**src/rtl/latch_pkg.sv**
```systemverilog
// latch_pkg: shared definitions for the clocked SR latch bank.
//   - S=R=1 resolution mode encodings.
//   - req_t: one channel's effective request for a single clock edge.
//   - resolve_req(): maps a raw (s, r) pair and the resolution mode onto req_t.
package latch_pkg;

  localparam int MODE_RST_DOM = 0;
  localparam int MODE_SET_DOM = 1;
  localparam int MODE_HOLD    = 2;
  localparam int MODE_TOGGLE  = 3;

  typedef struct packed {
    logic set;        // drive q high
    logic reset_req;  // ask for q low (the dwell may defer it)
    logic toggle;     // invert q; the cell turns this into set or reset_req
  } req_t;

  // Leaves at most one field set. A toggle is kept separate because its
  // direction depends on the current q, which the cell owns.
  function automatic req_t resolve_req(input logic s, input logic r, input int mode);
    req_t req;
    req = '0;
    unique case ({s, r})
      2'b10: req.set       = 1'b1;
      2'b01: req.reset_req = 1'b1;
      2'b11: begin
        unique case (mode)
          MODE_RST_DOM: req.reset_req = 1'b1;
          MODE_SET_DOM: req.set       = 1'b1;
          MODE_TOGGLE:  req.toggle    = 1'b1;
          default:      ;  // MODE_HOLD: no change
        endcase
      end
      default: ;  // 2'b00: hold
    endcase
    return req;
  endfunction

endpackage

```
**src/rtl/latch_sr_cell.sv**
```systemverilog
// latch_sr_cell: one channel of the latch bank.
// It holds the latched state, the minimum-on dwell counter, the deferred
// (pending) reset and the sticky conflict flag.
// Ports:
//   clk       rising-edge clock
//   rst       synchronous, active-high reset
//   s, r      set / reset request, sampled each edge
//   clr_err   clears the conflict flag
//   q         registered latch state
//   conflict  sticky flag: s and r were seen high together
//   q_next    next-state of q, used for the bank's registered any_q
module latch_sr_cell
  import latch_pkg::*;
#(
  parameter int MODE   = MODE_RST_DOM,
  parameter int MIN_ON = 0
) (
  input  logic clk,
  input  logic rst,
  input  logic s,
  input  logic r,
  input  logic clr_err,
  output logic q,
  output logic conflict,
  output logic q_next
);

  localparam int             CW       = (MIN_ON > 0) ? $clog2(MIN_ON + 1) : 1;
  localparam logic [CW-1:0]  CNT_LOAD = CW'(MIN_ON);

  logic          q_q, q_d;
  logic          pend_q, pend_d;
  logic          conf_q, conf_d;
  logic [CW-1:0] cnt_q, cnt_d;
  logic [CW-1:0] cnt_dec;
  logic          lock;
  logic          set_eff, rreq_eff;
  req_t          req;

  always_comb begin
    // NOTE: every combinational output gets a default first, so no path
    // through the if/else chain can leave it unassigned and infer a latch.
    req      = resolve_req(s, r, MODE);
    set_eff  = req.set       | (req.toggle & ~q_q);
    rreq_eff = req.reset_req | (req.toggle &  q_q);

    // The counter is loaded with MIN_ON on the rising edge of q. Lock is
    // judged on the value after this edge's decrement, so q is held high
    // for MIN_ON cycles in total before a reset may take effect.
    cnt_dec = (cnt_q != '0) ? cnt_q - 1'b1 : '0;
    lock    = (cnt_dec != '0);

    q_d    = q_q;
    pend_d = pend_q;
    cnt_d  = cnt_dec;

    if (set_eff) begin
      q_d    = 1'b1;
      pend_d = 1'b0;               // a set cancels a deferred reset
      if (!q_q) cnt_d = CNT_LOAD;  // only a 0->1 transition restarts the dwell
    end else if (rreq_eff) begin
      if (lock) begin
        pend_d = 1'b1;
      end else begin
        q_d    = 1'b0;
        pend_d = 1'b0;
      end
    end else if (pend_q && !lock) begin
      q_d    = 1'b0;
      pend_d = 1'b0;
    end

    // A fresh conflict wins over a simultaneous clear.
    conf_d = (s & r) | (conf_q & ~clr_err);
  end

  // NOTE: reset is synchronous here: it is sampled only at the clock edge,
  // so it must be held across an edge to take effect.
  always_ff @(posedge clk) begin
    // NOTE: state registers use non-blocking assignments so every flop
    // samples pre-edge values regardless of statement order.
    if (rst) begin
      q_q    <= 1'b0;
      pend_q <= 1'b0;
      conf_q <= 1'b0;
      cnt_q  <= '0;
    end else begin
      q_q    <= q_d;
      pend_q <= pend_d;
      conf_q <= conf_d;
      cnt_q  <= cnt_d;
    end
  end

  assign q        = q_q;
  assign conflict = conf_q;
  assign q_next   = q_d;

endmodule

```
**src/rtl/latch_sr_bank.sv**
```systemverilog
// latch_sr_bank: CHANNELS independent clocked SR latches with a selectable
// S=R=1 resolution, a minimum-on dwell, a deferred reset and sticky conflict
// flags. It sits between keypad/sensor decode and the magnetron enable logic.
// Ports:
//   clk       rising-edge clock
//   rst       synchronous, active-high reset
//   s, r      per-channel set / reset requests
//   clr_err   clears all conflict flags
//   q         registered latch states
//   conflict  per-channel sticky s&r flags
//   any_q     registered OR of the next-state q, aligned with q
module latch_sr_bank
  import latch_pkg::*;
#(
  parameter int CHANNELS = 4,
  parameter int MODE     = MODE_RST_DOM,
  parameter int MIN_ON   = 0
) (
  input  logic                clk,
  input  logic                rst,
  input  logic [CHANNELS-1:0] s,
  input  logic [CHANNELS-1:0] r,
  input  logic                clr_err,
  output logic [CHANNELS-1:0] q,
  output logic [CHANNELS-1:0] conflict,
  output logic                any_q
);

  logic [CHANNELS-1:0] q_next;
  logic                any_q_q;

  for (genvar i = 0; i < CHANNELS; i++) begin : g_ch
    latch_sr_cell #(
      .MODE  (MODE),
      .MIN_ON(MIN_ON)
    ) u_cell (
      .clk     (clk),
      .rst     (rst),
      .s       (s[i]),
      .r       (r[i]),
      .clr_err (clr_err),
      .q       (q[i]),
      .conflict(conflict[i]),
      .q_next  (q_next[i])
    );
  end

  // Registered from the cells' next state so any_q changes on the same edge as q.
  always_ff @(posedge clk) begin
    if (rst) any_q_q <= 1'b0;
    else     any_q_q <= |q_next;
  end

  assign any_q = any_q_q;

endmodule

```
**config.mk**
```make
export PLATFORM = sky130hd
export DESIGN_NAME = latch_sr_bank
export DESIGN_NICKNAME = d
export VERILOG_FILES = /design/src/rtl/latch_pkg.sv /design/src/rtl/latch_sr_cell.sv /design/src/rtl/latch_sr_bank.sv
export SDC_FILE = /design/constraint.sdc
export NUM_CORES = 1
export LEC_CHECK = 0
export BUFFER_PORTS_ARGS = -buffer_cell sky130_fd_sc_hd__buf_2
export CORE_AREA = 2 2 39 41
export CTS_CLUSTER_SIZE = 30
export DETAILED_ROUTE_END_ITERATION = 8
export DIE_AREA = 0 0 41 43
export GPL_TIMING_DRIVEN = 1
export MAX_ROUTING_LAYER = met4
export PLACE_DENSITY = 0.47
export SYNTH_ARGS = -nofsm -noshare
export SYNTH_HDL_FRONTEND = slang
export SYNTH_HIERARCHICAL = 1
export SYNTH_SLANG_ARGS = --single-unit
export TNS_END_PERCENT = 100
```
**constraint.sdc**
```tcl
create_clock -name clk -period 1.5 [get_ports clk]
set_clock_uncertainty 0.15 [all_clocks]
set_input_delay 0.375 -clock clk [delete_from_list [all_inputs] [get_ports clk]]
set_output_delay 0.375 -clock clk [all_outputs]
set_load 0.01 [all_outputs]
```
==> results.md <==
- Slowest stage delay, CP: 0.33 ns
- CTS root buf: clkbuf_4
- Rel. slew slack: 0.8483
- Worst Path Max Fanout: 2
- CP Launch Type: flop
- # rows: 14
- Post-synth cell types: 7
- DIE HEIGHT: 43 um
- Fin. Hold Viols: 0
- Worst-path clk slew: 0.06 ns
- Largest delay share family, worst path: flip-flops
- R2R Path Start: g_ch[1].u_cell/q
- Deepest clock path buffer count: 2
- Leakage power: 0.2150 nW
- Max IR drop VDD: 0.2889 mV
- Avg Cell Area, Syn: 9.009 sq um
- Worst Hold End: g_ch[3].u_cell/q
- HP Start: r[3]
- Core Region: 1384 sq um
- Drt via density: 4.027
- Vias: 298
- Sequential area share after synthesis: 0.5714
- Min cycle time layout: 1.241 ns
- Setup Fix Bufs, Post-CTS: 0
- Critical path depth: 1
- Initial antenna violation count: 0
- Crit path buf inv count: 1
- Hold Buf Count CTS: 0
- I/O pin cnt: 20
- Post-CTS Resized: 0
- CTS sink cnt: 9
- Yosys warns: 6
- Vias in the first global route: 274
- Total Routing Usage GR: 0.09701
- Register bit total from synthesis: 9
- P per Cell Area: 1112 nW/um^2
- Antenna Nets Post-Route: 0
- Overflow after GRT: 0
- First DRT Iteration DRCs: 5
- Period utilisation layout: 0.8272
- Remaining DRCs: 0
- Syn_nets: 46
- R2R depth: 4
- Final setup viols: 0
- DIE AREA: 1763 sq um
- Share of layout cells above drive strength 1: 0.4483
- Worst-Skew Late Latency: 0.26 ns
- First-pass GRT wire length: 1041 um
- Layout area overhead: 44.84%
- WP data arrival: 0.72 ns
- TNS Setup: 0 ns
- DRT Wirelength: 701 um
- Largest net degree at the start of global routing: 10
- Hold Crit Depth: 2
- Port Buffer Count: 19
- H-tree levels: 1
- DRT Pass-1 Iters: 3
- CTS tree: yes
- CP Cell Sequence: buf_2
- CTS Buf Count: 3
- Final Cell Area: 456.7 sq um
- Crit path required time: 0.97 ns
- Status: finished, final reports clean
- Final core utilization: 0.3300
- Fill count: 154
- ANT cells: 0
- Post-Synthesis Cells: 35
- Min Hold Slack: 0.1582 ns
- Crit Path Category: flop to primary output
- Max stage delay cell, worst path: dfxtp_1
- Mapped Area: 315.3 sq um
- Global placer's final weighted congestion: 0.6927
- CP endpoint kind: primary output
- Max-cap viol count: 0
- Fmax: 0.8059 GHz
- Initial core utilization: 0.2278
- Layout net count: 70
- Reg2reg setup slack: 0.41 ns
- Worst-margin pin slew: 0.2254 ns
- Max-slew violations: 0
- Detail-routed net length per standard cell: 9.473 um
- RSZ-0062 raised after global routing: no
- RR Endpoint: any_q
- Hold Crit Class: input port to flop
- Post-DP Area: 430.4 sq um
- Die width: 41 um
==> power breakdown <==
| group | switching (W) | total [W] | leakage, nW | internal, W |
|---|---|---|---|---|
| clock network | 0.0000808 | 0.000183 | 0.0150 | 0.000102 |
| registers | 0.00000522 | 0.000258 | 0.0743 | 0.000252 |
| logic | 0.0000362 | 0.0000670 | 0.126 | 0.0000308 |
| total | 0.000122 | 0.000508 | 0.215 | 0.000385 |
==> metrics by stage <==
stage / total power (W) / std cells / setup slack (ns)
2_1_floorplan: 0.0002934 / 35 / 0.3974
3_3_place_gp: 0.0003301 / 70 / 0.2401
3_5_place_dp: 0.0003306 / 70 / 0.2240
4_1_cts: 0.0005210 / 74 / 0.2421
5_1_grt: 0.0005435 / 74 / 0.2188
6_report: 0.0005078 / 74 / 0.2592
==> layout by cell type, fill, tap and decap left out <==
cell      count
nor3_1        4
a21oi_2       4
nand2_1       4
nor2_1        9
clkbuf_4      3
clkbuf_1      1
nor4_1        1
buf_2        19
nand2b_1      4
dfxtp_1       9
==> kinds of logic after synthesis <==
group,Yosys count,synth area share
compound gates,4,0.1111
flops,9,0.5714
simple gates,22,0.3174
==> metal layers <==
| metal | wire length (um) | global-route usage | up-vias |
|---|---|---|---|
| met5 | 0 | - | - |
| met4 | 0 | 0.1000 | 0 |
| met3 | 34 | 0.03141 | 0 |
| met2 | 385 | 0.1281 | 8 |
| met1 | 281 | 0.1039 | 129 |
| li1 | - | - | 161 |
==> cells in the mapped netlist <==
library cell	number	area (sq um)
a21oi_2	4	35.03
nor4_1	1	6.260
nor3_1	4	20.02
dfxtp_1	9	180.2
nand2b_1	4	25.02
nor2_1	9	33.78
nand2_1	4	15.01
==> worst max path at each step <==
| stage | start | to | slack [ns] |
|---|---|---|---|
| floorplan | s[1] | any_q | 0.40 |
| global placement | s[1] | any_q | 0.24 |
| detailed placement | s[1] | any_q | 0.22 |
| CTS | g_ch[3].u_cell/q | q[3] | 0.24 |
| global route | g_ch[3].u_cell/conflict | conflict[3] | 0.22 |
| finish | g_ch[3].u_cell/q | q[3] | 0.26 |
==> registers in the layout (all words and copies together), names as in the netlist <==
signal,flops
g_ch.u_cell/conflict,4
g_ch.u_cell/q,4
any_q,1
==> final cells by class <==
class | instances | area (sq um) | area share
Sequential cell | 9 | 180.2 | 0.3945
Timing Repair Buffer | 19 | 95.09 | 0.2082
Tap cell | 16 | 20.02 | 0.04384
Multi-Input combinational cell | 26 | 135.1 | 0.2959
Clock buffer | 4 | 26.28 | 0.05753
==> worst register-to-register path, stage by stage (launching register included) <==
cell and delay [ns]:
dfxtp_1 0.30, nor2_1 0.11, nor2_1 0.07, nor4_1 0.27
nor2_1 0.07
(Power assumes the default switching activity.)
